$ cat src/rtl/mc_ctrl_fsm_pkg.sv
// Shared types for the multi-cycle MIPS control FSM: states, opcodes, datapath select encodings.
// Pure declarations; no logic, no latency, no backpressure.
package mc_pkg;

    typedef enum logic [3:0] {
        S_FETCH,
        S_DECODE,
        S_EXEC_R,
        S_EXEC_I,
        S_ALU_WB,
        S_MEM_ADDR,
        S_MEM_RD,
        S_MEM_WB,
        S_MEM_WR,
        S_BRANCH,
        S_JUMP
    } state_e;

    typedef enum logic [2:0] {
        CLS_R,
        CLS_I_ALU,
        CLS_LOAD,
        CLS_STORE,
        CLS_BRANCH,
        CLS_JUMP,
        CLS_ILLEGAL
    } op_class_e;

    localparam logic [5:0] OP_RTYPE  = 6'd0;
    localparam logic [5:0] OP_REGIMM = 6'd1;
    localparam logic [5:0] OP_J      = 6'd2;
    localparam logic [5:0] OP_JAL    = 6'd3;
    localparam logic [5:0] OP_BEQ    = 6'd4;
    localparam logic [5:0] OP_BNE    = 6'd5;
    localparam logic [5:0] OP_BLEZ   = 6'd6;
    localparam logic [5:0] OP_BGTZ   = 6'd7;
    localparam logic [5:0] OP_ADDI   = 6'd8;
    localparam logic [5:0] OP_ADDIU  = 6'd9;
    localparam logic [5:0] OP_SLTI   = 6'd10;
    localparam logic [5:0] OP_SLTIU  = 6'd11;
    localparam logic [5:0] OP_ANDI   = 6'd12;
    localparam logic [5:0] OP_ORI    = 6'd13;
    localparam logic [5:0] OP_XORI   = 6'd14;
    localparam logic [5:0] OP_LUI    = 6'd15;
    localparam logic [5:0] OP_LW     = 6'd35;
    localparam logic [5:0] OP_SW     = 6'd43;

    localparam logic [1:0] PC_SRC_ALU    = 2'b00;
    localparam logic [1:0] PC_SRC_ALUOUT = 2'b01;
    localparam logic [1:0] PC_SRC_JUMP   = 2'b10;

    localparam logic [1:0] ALUB_B       = 2'b00;
    localparam logic [1:0] ALUB_FOUR    = 2'b01;
    localparam logic [1:0] ALUB_IMM     = 2'b10;
    localparam logic [1:0] ALUB_IMM_SH2 = 2'b11;

    localparam logic [1:0] ALUOP_ADD   = 2'b00;
    localparam logic [1:0] ALUOP_SUB   = 2'b01;
    localparam logic [1:0] ALUOP_FUNCT = 2'b10;
    localparam logic [1:0] ALUOP_IMM   = 2'b11;

    typedef struct packed {
        logic       mem_rd;
        logic       mem_wr;
        logic       i_or_d;
        logic       ir_wr;
        logic       pc_wr;
        logic [1:0] pc_src;
        logic       reg_wr;
        logic       reg_dst;
        logic       mem_to_reg;
        logic       alu_src_a;
        logic [1:0] alu_src_b;
        logic [1:0] alu_op;
        logic       illegal_op;
        logic       bus_err;
    } ctl_t;

endpackage

$ cat src/rtl/mc_ctrl_fsm_if.sv
// Control-FSM <-> datapath/memory bundle; master = FSM side, slave = datapath side.
// Perf counter signals exist only when MC_PERF_CNT_EN is defined.
interface mc_ctrl_fsm_if;

    logic [5:0]  op;
    logic        bflag;
    logic        mem_ready;
    logic        mem_rd;
    logic        mem_wr;
    logic        i_or_d;
    logic        ir_wr;
    logic        pc_wr;
    logic [1:0]  pc_src;
    logic        reg_wr;
    logic        reg_dst;
    logic        mem_to_reg;
    logic        alu_src_a;
    logic [1:0]  alu_src_b;
    logic [1:0]  alu_op;
    logic        illegal_op;
    logic        bus_err;
`ifdef MC_PERF_CNT_EN
    logic [31:0] cyc_cnt;
    logic [31:0] ret_cnt;
`endif

    modport master (
        input  op, bflag, mem_ready,
        output mem_rd, mem_wr, i_or_d, ir_wr, pc_wr, pc_src, reg_wr, reg_dst,
               mem_to_reg, alu_src_a, alu_src_b, alu_op, illegal_op, bus_err
`ifdef MC_PERF_CNT_EN
        , output cyc_cnt, ret_cnt
`endif
    );

    modport slave (
        output op, bflag, mem_ready,
        input  mem_rd, mem_wr, i_or_d, ir_wr, pc_wr, pc_src, reg_wr, reg_dst,
               mem_to_reg, alu_src_a, alu_src_b, alu_op, illegal_op, bus_err
`ifdef MC_PERF_CNT_EN
        , input cyc_cnt, ret_cnt
`endif
    );

endinterface

$ cat src/rtl/mc_ctrl_fsm_op_class.sv
// Opcode classifier: maps instr[31:26] to an instruction class.
// Purely combinational, zero latency, no backpressure.
module mc_op_class
    import mc_pkg::*;
(
    input  logic [5:0] op_i,
    output op_class_e  cls_o
);

    always_comb begin
        cls_o = CLS_ILLEGAL;
        case (op_i)
            OP_RTYPE:                                 cls_o = CLS_R;
            OP_ADDI, OP_ADDIU, OP_SLTI, OP_SLTIU,
            OP_ANDI, OP_ORI, OP_XORI, OP_LUI:         cls_o = CLS_I_ALU;
            OP_LW:                                    cls_o = CLS_LOAD;
            OP_SW:                                    cls_o = CLS_STORE;
            OP_REGIMM, OP_BEQ, OP_BNE, OP_BLEZ,
            OP_BGTZ:                                  cls_o = CLS_BRANCH;
            OP_J, OP_JAL:                             cls_o = CLS_JUMP;
            default:                                  cls_o = CLS_ILLEGAL;
        endcase
    end

endmodule

$ cat src/rtl/mc_ctrl_fsm.sv
// Multi-cycle MIPS main control FSM; R/I/sw 4 cycles, lw 5, branch/jump 3 with zero memory wait.
// Memory states stall on mem_ready, bounded by TIMEOUT_CYC (0 = unbounded); MC_PERF_CNT_EN adds cyc/ret counters.
module mc_ctrl_fsm
    import mc_pkg::*;
#(
    parameter int unsigned TIMEOUT_CYC = 255
)
(
    input  logic          clk,
    input  logic          rst,
    mc_ctrl_fsm_if.master bus
);

    localparam int unsigned CW = (TIMEOUT_CYC < 2) ? 1 : $clog2(TIMEOUT_CYC + 1);
    localparam logic [CW-1:0] TO_VAL = CW'(TIMEOUT_CYC);

    state_e        state_q, state_d;
    logic [CW-1:0] cnt_q, cnt_d;
    op_class_e     cls;
    ctl_t          ctl;
    logic          mem_wait;

    mc_op_class u_op_class (
        .op_i  (bus.op),
        .cls_o (cls)
    );

    always_ff @(posedge clk) begin
        if (rst) begin
            state_q <= S_FETCH;
            cnt_q   <= '0;
        end else begin
            state_q <= state_d;
            cnt_q   <= cnt_d;
        end
    end

    always_comb begin
        state_d  = state_q;
        cnt_d    = '0;
        ctl      = '0;
        mem_wait = 1'b0;
        case (state_q)
            S_FETCH: begin
                ctl.mem_rd    = 1'b1;
                ctl.alu_src_b = ALUB_FOUR;
                ctl.ir_wr     = bus.mem_ready;
                ctl.pc_wr     = bus.mem_ready;
                mem_wait      = 1'b1;
                if (bus.mem_ready) state_d = S_DECODE;
            end
            S_DECODE: begin
                // ALU precomputes the branch target into ALUOut
                ctl.alu_src_b = ALUB_IMM_SH2;
                case (cls)
                    CLS_R:               state_d = S_EXEC_R;
                    CLS_I_ALU:           state_d = S_EXEC_I;
                    CLS_LOAD, CLS_STORE: state_d = S_MEM_ADDR;
                    CLS_BRANCH:          state_d = S_BRANCH;
                    CLS_JUMP:            state_d = S_JUMP;
                    default: begin
                        ctl.illegal_op = 1'b1;
                        state_d        = S_FETCH;
                    end
                endcase
            end
            S_EXEC_R: begin
                ctl.alu_src_a = 1'b1;
                ctl.alu_src_b = ALUB_B;
                ctl.alu_op    = ALUOP_FUNCT;
                state_d       = S_ALU_WB;
            end
            S_EXEC_I: begin
                ctl.alu_src_a = 1'b1;
                ctl.alu_src_b = ALUB_IMM;
                ctl.alu_op    = ALUOP_IMM;
                state_d       = S_ALU_WB;
            end
            S_ALU_WB: begin
                ctl.reg_wr  = 1'b1;
                ctl.reg_dst = (cls == CLS_R);
                state_d     = S_FETCH;
            end
            S_MEM_ADDR: begin
                ctl.alu_src_a = 1'b1;
                ctl.alu_src_b = ALUB_IMM;
                ctl.alu_op    = ALUOP_ADD;
                state_d       = (cls == CLS_STORE) ? S_MEM_WR : S_MEM_RD;
            end
            S_MEM_RD: begin
                ctl.mem_rd = 1'b1;
                ctl.i_or_d = 1'b1;
                mem_wait   = 1'b1;
                if (bus.mem_ready) state_d = S_MEM_WB;
            end
            S_MEM_WB: begin
                ctl.reg_wr     = 1'b1;
                ctl.mem_to_reg = 1'b1;
                state_d        = S_FETCH;
            end
            S_MEM_WR: begin
                ctl.mem_wr = 1'b1;
                ctl.i_or_d = 1'b1;
                mem_wait   = 1'b1;
                if (bus.mem_ready) state_d = S_FETCH;
            end
            S_BRANCH: begin
                ctl.alu_src_a = 1'b1;
                ctl.alu_src_b = ALUB_B;
                ctl.alu_op    = ALUOP_SUB;
                ctl.pc_src    = PC_SRC_ALUOUT;
                ctl.pc_wr     = bus.bflag;
                state_d       = S_FETCH;
            end
            S_JUMP: begin
                ctl.pc_src = PC_SRC_JUMP;
                ctl.pc_wr  = 1'b1;
                state_d    = S_FETCH;
            end
            default: state_d = S_FETCH;
        endcase

        // A late mem_ready on the timeout cycle still completes normally
        if (mem_wait && !bus.mem_ready) begin
            if ((TIMEOUT_CYC != 0) && (cnt_q == TO_VAL)) begin
                ctl.bus_err = 1'b1;
                state_d     = S_FETCH;
            end else begin
                cnt_d = cnt_q + 1'b1;
            end
        end

        if (rst) ctl = '0;
    end

    assign bus.mem_rd     = ctl.mem_rd;
    assign bus.mem_wr     = ctl.mem_wr;
    assign bus.i_or_d     = ctl.i_or_d;
    assign bus.ir_wr      = ctl.ir_wr;
    assign bus.pc_wr      = ctl.pc_wr;
    assign bus.pc_src     = ctl.pc_src;
    assign bus.reg_wr     = ctl.reg_wr;
    assign bus.reg_dst    = ctl.reg_dst;
    assign bus.mem_to_reg = ctl.mem_to_reg;
    assign bus.alu_src_a  = ctl.alu_src_a;
    assign bus.alu_src_b  = ctl.alu_src_b;
    assign bus.alu_op     = ctl.alu_op;
    assign bus.illegal_op = ctl.illegal_op;
    assign bus.bus_err    = ctl.bus_err;

`ifdef MC_PERF_CNT_EN
    logic        retire;
    logic [31:0] cyc_cnt_q;
    logic [31:0] ret_cnt_q;

    // Illegal opcodes leave from DECODE and timeouts need !mem_ready, so neither counts
    assign retire = !rst &&
                    ((state_q inside {S_ALU_WB, S_MEM_WB, S_BRANCH, S_JUMP}) ||
                     ((state_q == S_MEM_WR) && bus.mem_ready));

    always_ff @(posedge clk) begin
        if (rst) begin
            cyc_cnt_q <= '0;
            ret_cnt_q <= '0;
        end else begin
            cyc_cnt_q <= cyc_cnt_q + 32'd1;
            ret_cnt_q <= ret_cnt_q + 32'(retire);
        end
    end

    assign bus.cyc_cnt = cyc_cnt_q;
    assign bus.ret_cnt = ret_cnt_q;
`endif

endmodule

$ cat src/flat_wrapper.sv
// flat-port wrapper written by rule: the top's interface ports become plain ports
module mc_ctrl_fsm_flat import mc_pkg::*;
#(
    parameter int unsigned TIMEOUT_CYC = 255
)
  (clk, rst, bus_op, bus_bflag, bus_mem_ready, bus_mem_rd, bus_mem_wr, bus_i_or_d, bus_ir_wr, bus_pc_wr, bus_pc_src, bus_reg_wr, bus_reg_dst, bus_mem_to_reg, bus_alu_src_a, bus_alu_src_b, bus_alu_op, bus_illegal_op, bus_bus_err);
  mc_ctrl_fsm_if bus_i ();
  input  logic clk;
  input  logic rst;
  input wire logic [$bits(bus_i.op)-1:0] bus_op;
  input wire logic [$bits(bus_i.bflag)-1:0] bus_bflag;
  input wire logic [$bits(bus_i.mem_ready)-1:0] bus_mem_ready;
  output wire logic [$bits(bus_i.mem_rd)-1:0] bus_mem_rd;
  output wire logic [$bits(bus_i.mem_wr)-1:0] bus_mem_wr;
  output wire logic [$bits(bus_i.i_or_d)-1:0] bus_i_or_d;
  output wire logic [$bits(bus_i.ir_wr)-1:0] bus_ir_wr;
  output wire logic [$bits(bus_i.pc_wr)-1:0] bus_pc_wr;
  output wire logic [$bits(bus_i.pc_src)-1:0] bus_pc_src;
  output wire logic [$bits(bus_i.reg_wr)-1:0] bus_reg_wr;
  output wire logic [$bits(bus_i.reg_dst)-1:0] bus_reg_dst;
  output wire logic [$bits(bus_i.mem_to_reg)-1:0] bus_mem_to_reg;
  output wire logic [$bits(bus_i.alu_src_a)-1:0] bus_alu_src_a;
  output wire logic [$bits(bus_i.alu_src_b)-1:0] bus_alu_src_b;
  output wire logic [$bits(bus_i.alu_op)-1:0] bus_alu_op;
  output wire logic [$bits(bus_i.illegal_op)-1:0] bus_illegal_op;
  output wire logic [$bits(bus_i.bus_err)-1:0] bus_bus_err;
  assign bus_i.op = bus_op;
  assign bus_i.bflag = bus_bflag;
  assign bus_i.mem_ready = bus_mem_ready;
  assign bus_mem_rd = bus_i.mem_rd;
  assign bus_mem_wr = bus_i.mem_wr;
  assign bus_i_or_d = bus_i.i_or_d;
  assign bus_ir_wr = bus_i.ir_wr;
  assign bus_pc_wr = bus_i.pc_wr;
  assign bus_pc_src = bus_i.pc_src;
  assign bus_reg_wr = bus_i.reg_wr;
  assign bus_reg_dst = bus_i.reg_dst;
  assign bus_mem_to_reg = bus_i.mem_to_reg;
  assign bus_alu_src_a = bus_i.alu_src_a;
  assign bus_alu_src_b = bus_i.alu_src_b;
  assign bus_alu_op = bus_i.alu_op;
  assign bus_illegal_op = bus_i.illegal_op;
  assign bus_bus_err = bus_i.bus_err;
  mc_ctrl_fsm #(.TIMEOUT_CYC(TIMEOUT_CYC)) u_core (.clk(clk), .rst(rst), .bus(bus_i));
endmodule
$ cat config.mk
export PLATFORM = sky130hd
export DESIGN_NAME = mc_ctrl_fsm_flat
export DESIGN_NICKNAME = d
export VERILOG_FILES = /design/src/rtl/mc_ctrl_fsm_pkg.sv /design/src/rtl/mc_ctrl_fsm_if.sv /design/src/rtl/mc_ctrl_fsm_op_class.sv /design/src/rtl/mc_ctrl_fsm.sv /design/src/flat_wrapper.sv
export SDC_FILE = /design/constraint.sdc
export NUM_CORES = 1
export LEC_CHECK = 0
export BUFFER_PORTS_ARGS = -buffer_cell sky130_fd_sc_hd__buf_2
export CORE_MARGIN = 2
export CORE_UTILIZATION = 30
export CTS_BUF_LIST = sky130_fd_sc_hd__clkbuf_8
export DETAILED_ROUTE_END_ITERATION = 6
export HOLD_SLACK_MARGIN = 0.06
export PLACE_DENSITY = 0.48
export SETUP_SLACK_MARGIN = 0.15
export SLEW_MARGIN = 20
export SYNTH_ARGS = -nofsm -noshare
export SYNTH_HDL_FRONTEND = slang
export SYNTH_SLANG_ARGS = --single-unit
$ cat constraint.sdc
create_clock -name clk -period 1.98 [get_ports clk]
set_input_delay 0.297 -clock clk [delete_from_list [all_inputs] [get_ports clk]]
set_output_delay 0.297 -clock clk [all_outputs]
set_load 0.01 [all_outputs]
* Word-level counts from Yosys, hierarchy flattened
Memories as Yosys holds them, arrays and structs flattened. Index checks and enable logic that the tools add are counted.
Storage, ports and cells: register bits after elaboration 12, bits in read-only memories 192, memories 1
Memory list:
- (no name shown) | words 64, bits a word 3, read ports 1, clocked after memory_dff 0, wr ports 0, RTL line mc_ctrl_fsm_op_class.sv:12 | case (op_i)
Cells by class: add/subtract/negate cells 1, eq/ne operators 16, multiplexer cells 26, bitwise gates (word level) 1, reductions and logical operators 14
Operators with widths (count):
- 2-to-1 mux 4 bit | 6
- case mux 4 bit (6 select lines) | 1
- case mux 4 bit (5 select lines) | 1
- 2-to-1 mux 17 bit | 1
- equality test 4 x 3 -> 1 bit, second input constant | 4
- 2-to-1 mux 1 bit | 13
- equality test 4 bit, second input constant | 3
- case mux 2 bit (3 select lines) | 2
- OR reduction 2 bit | 6
- adder 8 x 1 -> 8 bit, second input constant | 1
- equality test 4 x 2 -> 1 bit, second input constant | 2
- equality test 8 bit, second input constant | 1
- equality test 3 x 2 -> 1 bit, second input constant | 2
- equality test 3 bit, second input constant | 2
- OR reduction 3 bit | 2
- OR reduction 6 bit | 1
- equality test 4 x 1 -> 1 bit, second input constant | 1
- zero test 4 bit | 1
- case mux 2 bit (2 select lines) | 1
- OR reduction 4 bit | 1
- equality test 3 x 1 -> 1 bit, second input constant | 1
- zero test 3 bit | 1
- case mux 1 bit (3 select lines) | 1
- logical AND 1 bit | 1
- 2 further kinds | 2

* Depth between registers and ports, before layout
An unclocked memory read counts as a cell.
depth in word-level cells 7, gate-level depth with buffers 5

* Hierarchy
Synthesis repeated with hierarchy kept, for this count alone.
Unflattened totals: cell total of the unflattened synthesis 124, area total of the unflattened synthesis 919.6 um^2
By module, submodules not included:
- mc_ctrl_fsm | times used 1, cells each 115, area each 860.8 um^2, sequential area each 240.2 um^2
- mc_op_class | times used 1, cells each 9, area each 58.8 um^2, sequential area each 0.0 um^2

* Least setup slack after synthesis
Ideal clock, no wire load.
path kind flip-flop to output port, from register u_core.cnt_q[0], to output port bus_bus_err, data arrival time 1.261 ns, data required time 1.683 ns, setup slack 0.422 ns, cell stages (with the launch flop) 5, buffers on the path 0, cells stage by stage dfxtp_1 ha_1 nand3_1 or3_4 nor2_1
Between the ends: word-level cells in the longest chain between the ends 4
Ends and longest elaborated chain:
- start: declaration | RTL line mc_ctrl_fsm.sv:18 | logic [CW-1:0] cnt_q, cnt_d;
- start signal: assignment | RTL line mc_ctrl_fsm.sv:34 | cnt_q <= cnt_d;
- equality test 8 bit | RTL line mc_ctrl_fsm.sv:125 | if ((TIMEOUT_CYC != 0) && (cnt_q == TO_VAL)) begin
- 2-to-1 mux 1 bit | RTL line mc_ctrl_fsm.sv:125
- 2-to-1 mux 1 bit | RTL line mc_ctrl_fsm.sv:124 | if (mem_wait && !bus.mem_ready) begin
- 2-to-1 mux 17 bit | RTL line mc_ctrl_fsm.sv:133 | if (rst) ctl = '0;
- end: declaration | RTL line flat_wrapper.sv:26 | output wire logic [$bits(bus_i.bus_err)-1:0] bus_bus_err;
No other way between the ends.

* Final worst setup path
from register u_core.state_q[1], to output port bus_bus_err
Between the ends: word-level cells in the longest chain between the ends 6
Ends and longest elaborated chain:
- start: declaration | RTL line mc_ctrl_fsm.sv:17 | state_e state_q, state_d;
- start signal: assignment | RTL line mc_ctrl_fsm.sv:33 | state_q <= state_d;
- equality test 4 x 3 -> 1 bit, or another cell as far along | RTL line mc_ctrl_fsm.sv:43 | case (state_q)
- OR reduction 3 bit (no source line) *
- 2-to-1 mux 1 bit * | RTL line mc_ctrl_fsm.sv:43
- logical AND 1 bit * | RTL line mc_ctrl_fsm.sv:124
- 2-to-1 mux 1 bit * | RTL line mc_ctrl_fsm.sv:124
- 2-to-1 mux 17 bit * | RTL line mc_ctrl_fsm.sv:133
Mark *: on every way between the ends. The rest lies on a longest branch, timed or not.

==> results.toml <==
[setup_path]
startpoint_type = "register"
cp_data_arrival_time_ps = 1470
cpMaxStageDelayCell = "a2111o_1"
crit_required_ps = 1680
timing.critical_path.to_type = "output port"
path_cells = "or2_4 -> a2111o_1 -> nor2_1 -> buf_2"
timing_worst_setup_path_type = "reg2out"
worst-path-max-fanout = 4
cp_max_stage_delay_ps = 430

[placed_design]
detailedPlace.worstSlack_ps = 282.5
hpwlAfterDp_mm = 1.732
gp_weighted_congestion = 0.7486
port-buffer-count = 26
dpl_cell_area_um2 = 1071

[sta]
tightestPinTransition_ps = 349.4
setup-tns-final_ps = 0
finalHoldWorstSlack_ps = 393.4
finalClockSkew_ps = 1.812
grt_setup_unrepaired = "yes"
post-route-period-util_pct = 89.49
max_slew_headroom_at_the_worst_pin_pct = 76.70
max_freq_mhz = 564.3
finalHoldViolCount = 0
final_number_of_setup_violating_endpoints = 0
finalCriticalPeriod_ps = 1772
final_max_slew_viol_count = 0
final_critical_path_setup_slack_ps = 208.0

[pwr]
internal_cell_power_mw = 0.4664
comb_power_share_pct = 16.4
peakVddDrop_mv = 0.6348
pwr-share-clk_pct = 42.8
net-switching-power_mw = 0.1546
power.switching_fraction_pct = 24.90
p_seq_share_pct = 40.8
cellLeakagePower_nw = 0.5000
power_density_nw_per_um2 = 519.2

[logic_synthesis]
yosys-top-cells-count = "nor2_1 (18), dfxtp_1 (12), a21oi_1 (9)"
yosys-top-cells-area = "dfxtp_1 (27%), nor2_1 (7.6%), a21oi_1 (5.0%)"
netlist-cell-type-count = 42
synth_top_area_share_pct = 26.89
synth-main-ff-cell = "dfxtp_1"
post_synth.cell_area_avg_um2 = 7.571
synth_edf_count = 0
synth_seq_area_share_pct = 26.89
mappedNetlistNets = 129
yosys_warnings = 0
post-synth-top-count-cell = "nor2_1"
synthCells = 118
synth.ff_latch_count = 12
cell_taking_the_most_area_after_synthesis = "dfxtp_1"
syn-cell-area_um2 = 893.4
async_set_or_reset_register_ratio_after_synthesis_pct = 0

[route]
detailroute.via_count = 948
postRouteWirelength_mm = 2.224
drtPass1Iterations = 5
avgRoutedWirePerCell_um = 12.22
initialDrtViolationCount = 33
detail_route.drc_violations = 0
viasPerCell = 5.209
postRouteAntennaNets = 0

[global_routing]
first_global_vias = 863
antenna_found_initial = 0
grt_remaining_overflow = 0
grt_use_total_pct = 14.02
global_route_wire_length_before_repair_mm = 3.746
grt_start_max_net_pins = 12

[floorplan]
floorplan.core_area_um2 = 2781
num_io_pins = 27
floorplan.die.height_um = 58.57
floorplan.initialDensity_pct = 32.12
chipWidth_um = 58.57
design.die.area_um2 = 3430
rows = 19

[finish]
post_route_cells_drive_above_1_share_pct = 37.09
post-route-cell-area_um2 = 1196
post_synthesis_to_final_layout_area_growth_pct = 33.89
layout_net_count = 163
diodes = 0

[status]
status = "complete, no violations"

[clocking]
clock_insertion_delay_worst_skew_ps = 240
numClockSinks = 12
tritoncts = "yes"
clk_buf_depth = 2
clock_tree_root = "clkbuf_8"
clkTransAtPathRegs_ps = 50
cts.htree.levels = 1
tritoncts.num_buffers = 3

[job]
max_cap_viol_count = 0

[worst_hold_path]
worstHoldPathType = "in2reg"
-- cells in the final DEF (no fill, tap or decap), types with 2 or more instances in the layout --
cell / count
clkbuf_8: 4
nand2b_4: 2
o21ai_0: 4
buf_4: 9
nand2_1: 6
nand2b_1: 6
dfxtp_4: 2
xor2_1: 4
or3_1: 3
dfxtp_2: 4
nand3_1: 3
a21o_1: 4
nor3_1: 5
nor2_1: 18
or2_4: 2
inv_1: 3
xnor2_1: 2
a21oi_1: 9
and2_1: 2
dfxtp_1: 6
nor3b_1: 2
nand3b_1: 3
buf_2: 26
-- final timing paths --
| check | slack [ps] | end | cells after the start | from |
|---|---|---|---|---|
| hold / removal | 390 | u_core.state_q[0]$_SDFF_PP0_ | 3 | bus_mem_ready |
| setup / recovery | 210 | bus_bus_err | 4 | u_core.state_q[1]$_SDFF_PP0_ |
| hold reg to reg | 440 | u_core.cnt_q[0]$_SDFF_PP0_ | 1 | u_core.cnt_q[0]$_SDFF_PP0_ |
| setup reg to reg | 320 | u_core.state_q[3]$_SDFF_PP0_ | 6 | u_core.cnt_q[1]$_SDFF_PP0_ |
-- metal layers --
| layer | GRT usage (%) | vias up | part of all wire, % |
|---|---|---|---|
| li1 | - | 487 | - |
| met4 | 2.922 | 0 | 0.36 |
| met1 | 17.00 | 439 | 44 |
| met2 | 24.72 | 20 | 49 |
| met3 | 3.956 | 2 | 5.8 |
| met5 | 0 | - | 0 |
-- layout make-up --
cell class              instances  area, um^2
clock buffers                   4       55.05
repair buffers                 35       197.7
multi-input cells              97       640.6
flip-flops and latches         12       252.7
well taps                      31       38.79
inverters                       3       11.26
fillers                       303        1585
-- registers in the layout, indices dropped and copies added (netlist names) --
register	count
u_core.state_q	4
u_core.cnt_q	8
-- power by group through the flow --
| stage | combinational [mW] | sequential, mW | clock, mW |
|---|---|---|---|
| 2_1_floorplan | 0.0641 | 0.254 | 0 |
| 3_3_place_gp | 0.0965 | 0.258 | 0 |
| 3_5_place_dp | 0.0968 | 0.259 | 0 |
| 4_1_cts | 0.0994 | 0.254 | 0.276 |
| 5_1_grt | 0.114 | 0.254 | 0.290 |
| 6_report | 0.102 | 0.253 | 0.266 |
-- kinds of logic after synthesis --
| group | after synthesis | share of synthesized area (%) |
|---|---|---|
| AND/OR/NAND/NOR | 65 | 43.00 |
| XOR/XNOR | 6 | 5.882 |
| AO/OA/AOI/OAI | 25 | 18.35 |
| buffers and inverters | 9 | 4.481 |
| adder cells (fa/ha/maj) | 1 | 1.400 |
| flip-flops | 12 | 26.89 |
-- metrics by stage --
step                power (mW)  std cells  util [%]
finish                  0.6211        182     43.00
global route            0.6585        182     43.00
CTS                     0.6294        180     41.48
detailed placement      0.3554        174     38.51
global placement        0.3548        174     38.51
floorplan               0.3180        118         -
-- critical path, delay by kind of cell (launching register included) --
family | cells | cell delay [ps]
flip-flops | 1 | 330
buffers and inverters | 1 | 130
AND/OR/NAND/NOR | 2 | 350
AO/OA/AOI/OAI | 1 | 430
-- timing repair --
| action | 4_1_cts | 5_1_grt |
|---|---|---|
| buffers inserted | 2 | 2 |
| pin swaps | 2 | 4 |
| hold buffers | 0 | 0 |
| endpoints found under the setup margin | 4 | 7 |
| gates resized for setup | 6 | 8 |
(Power assumes the default switching activity.)
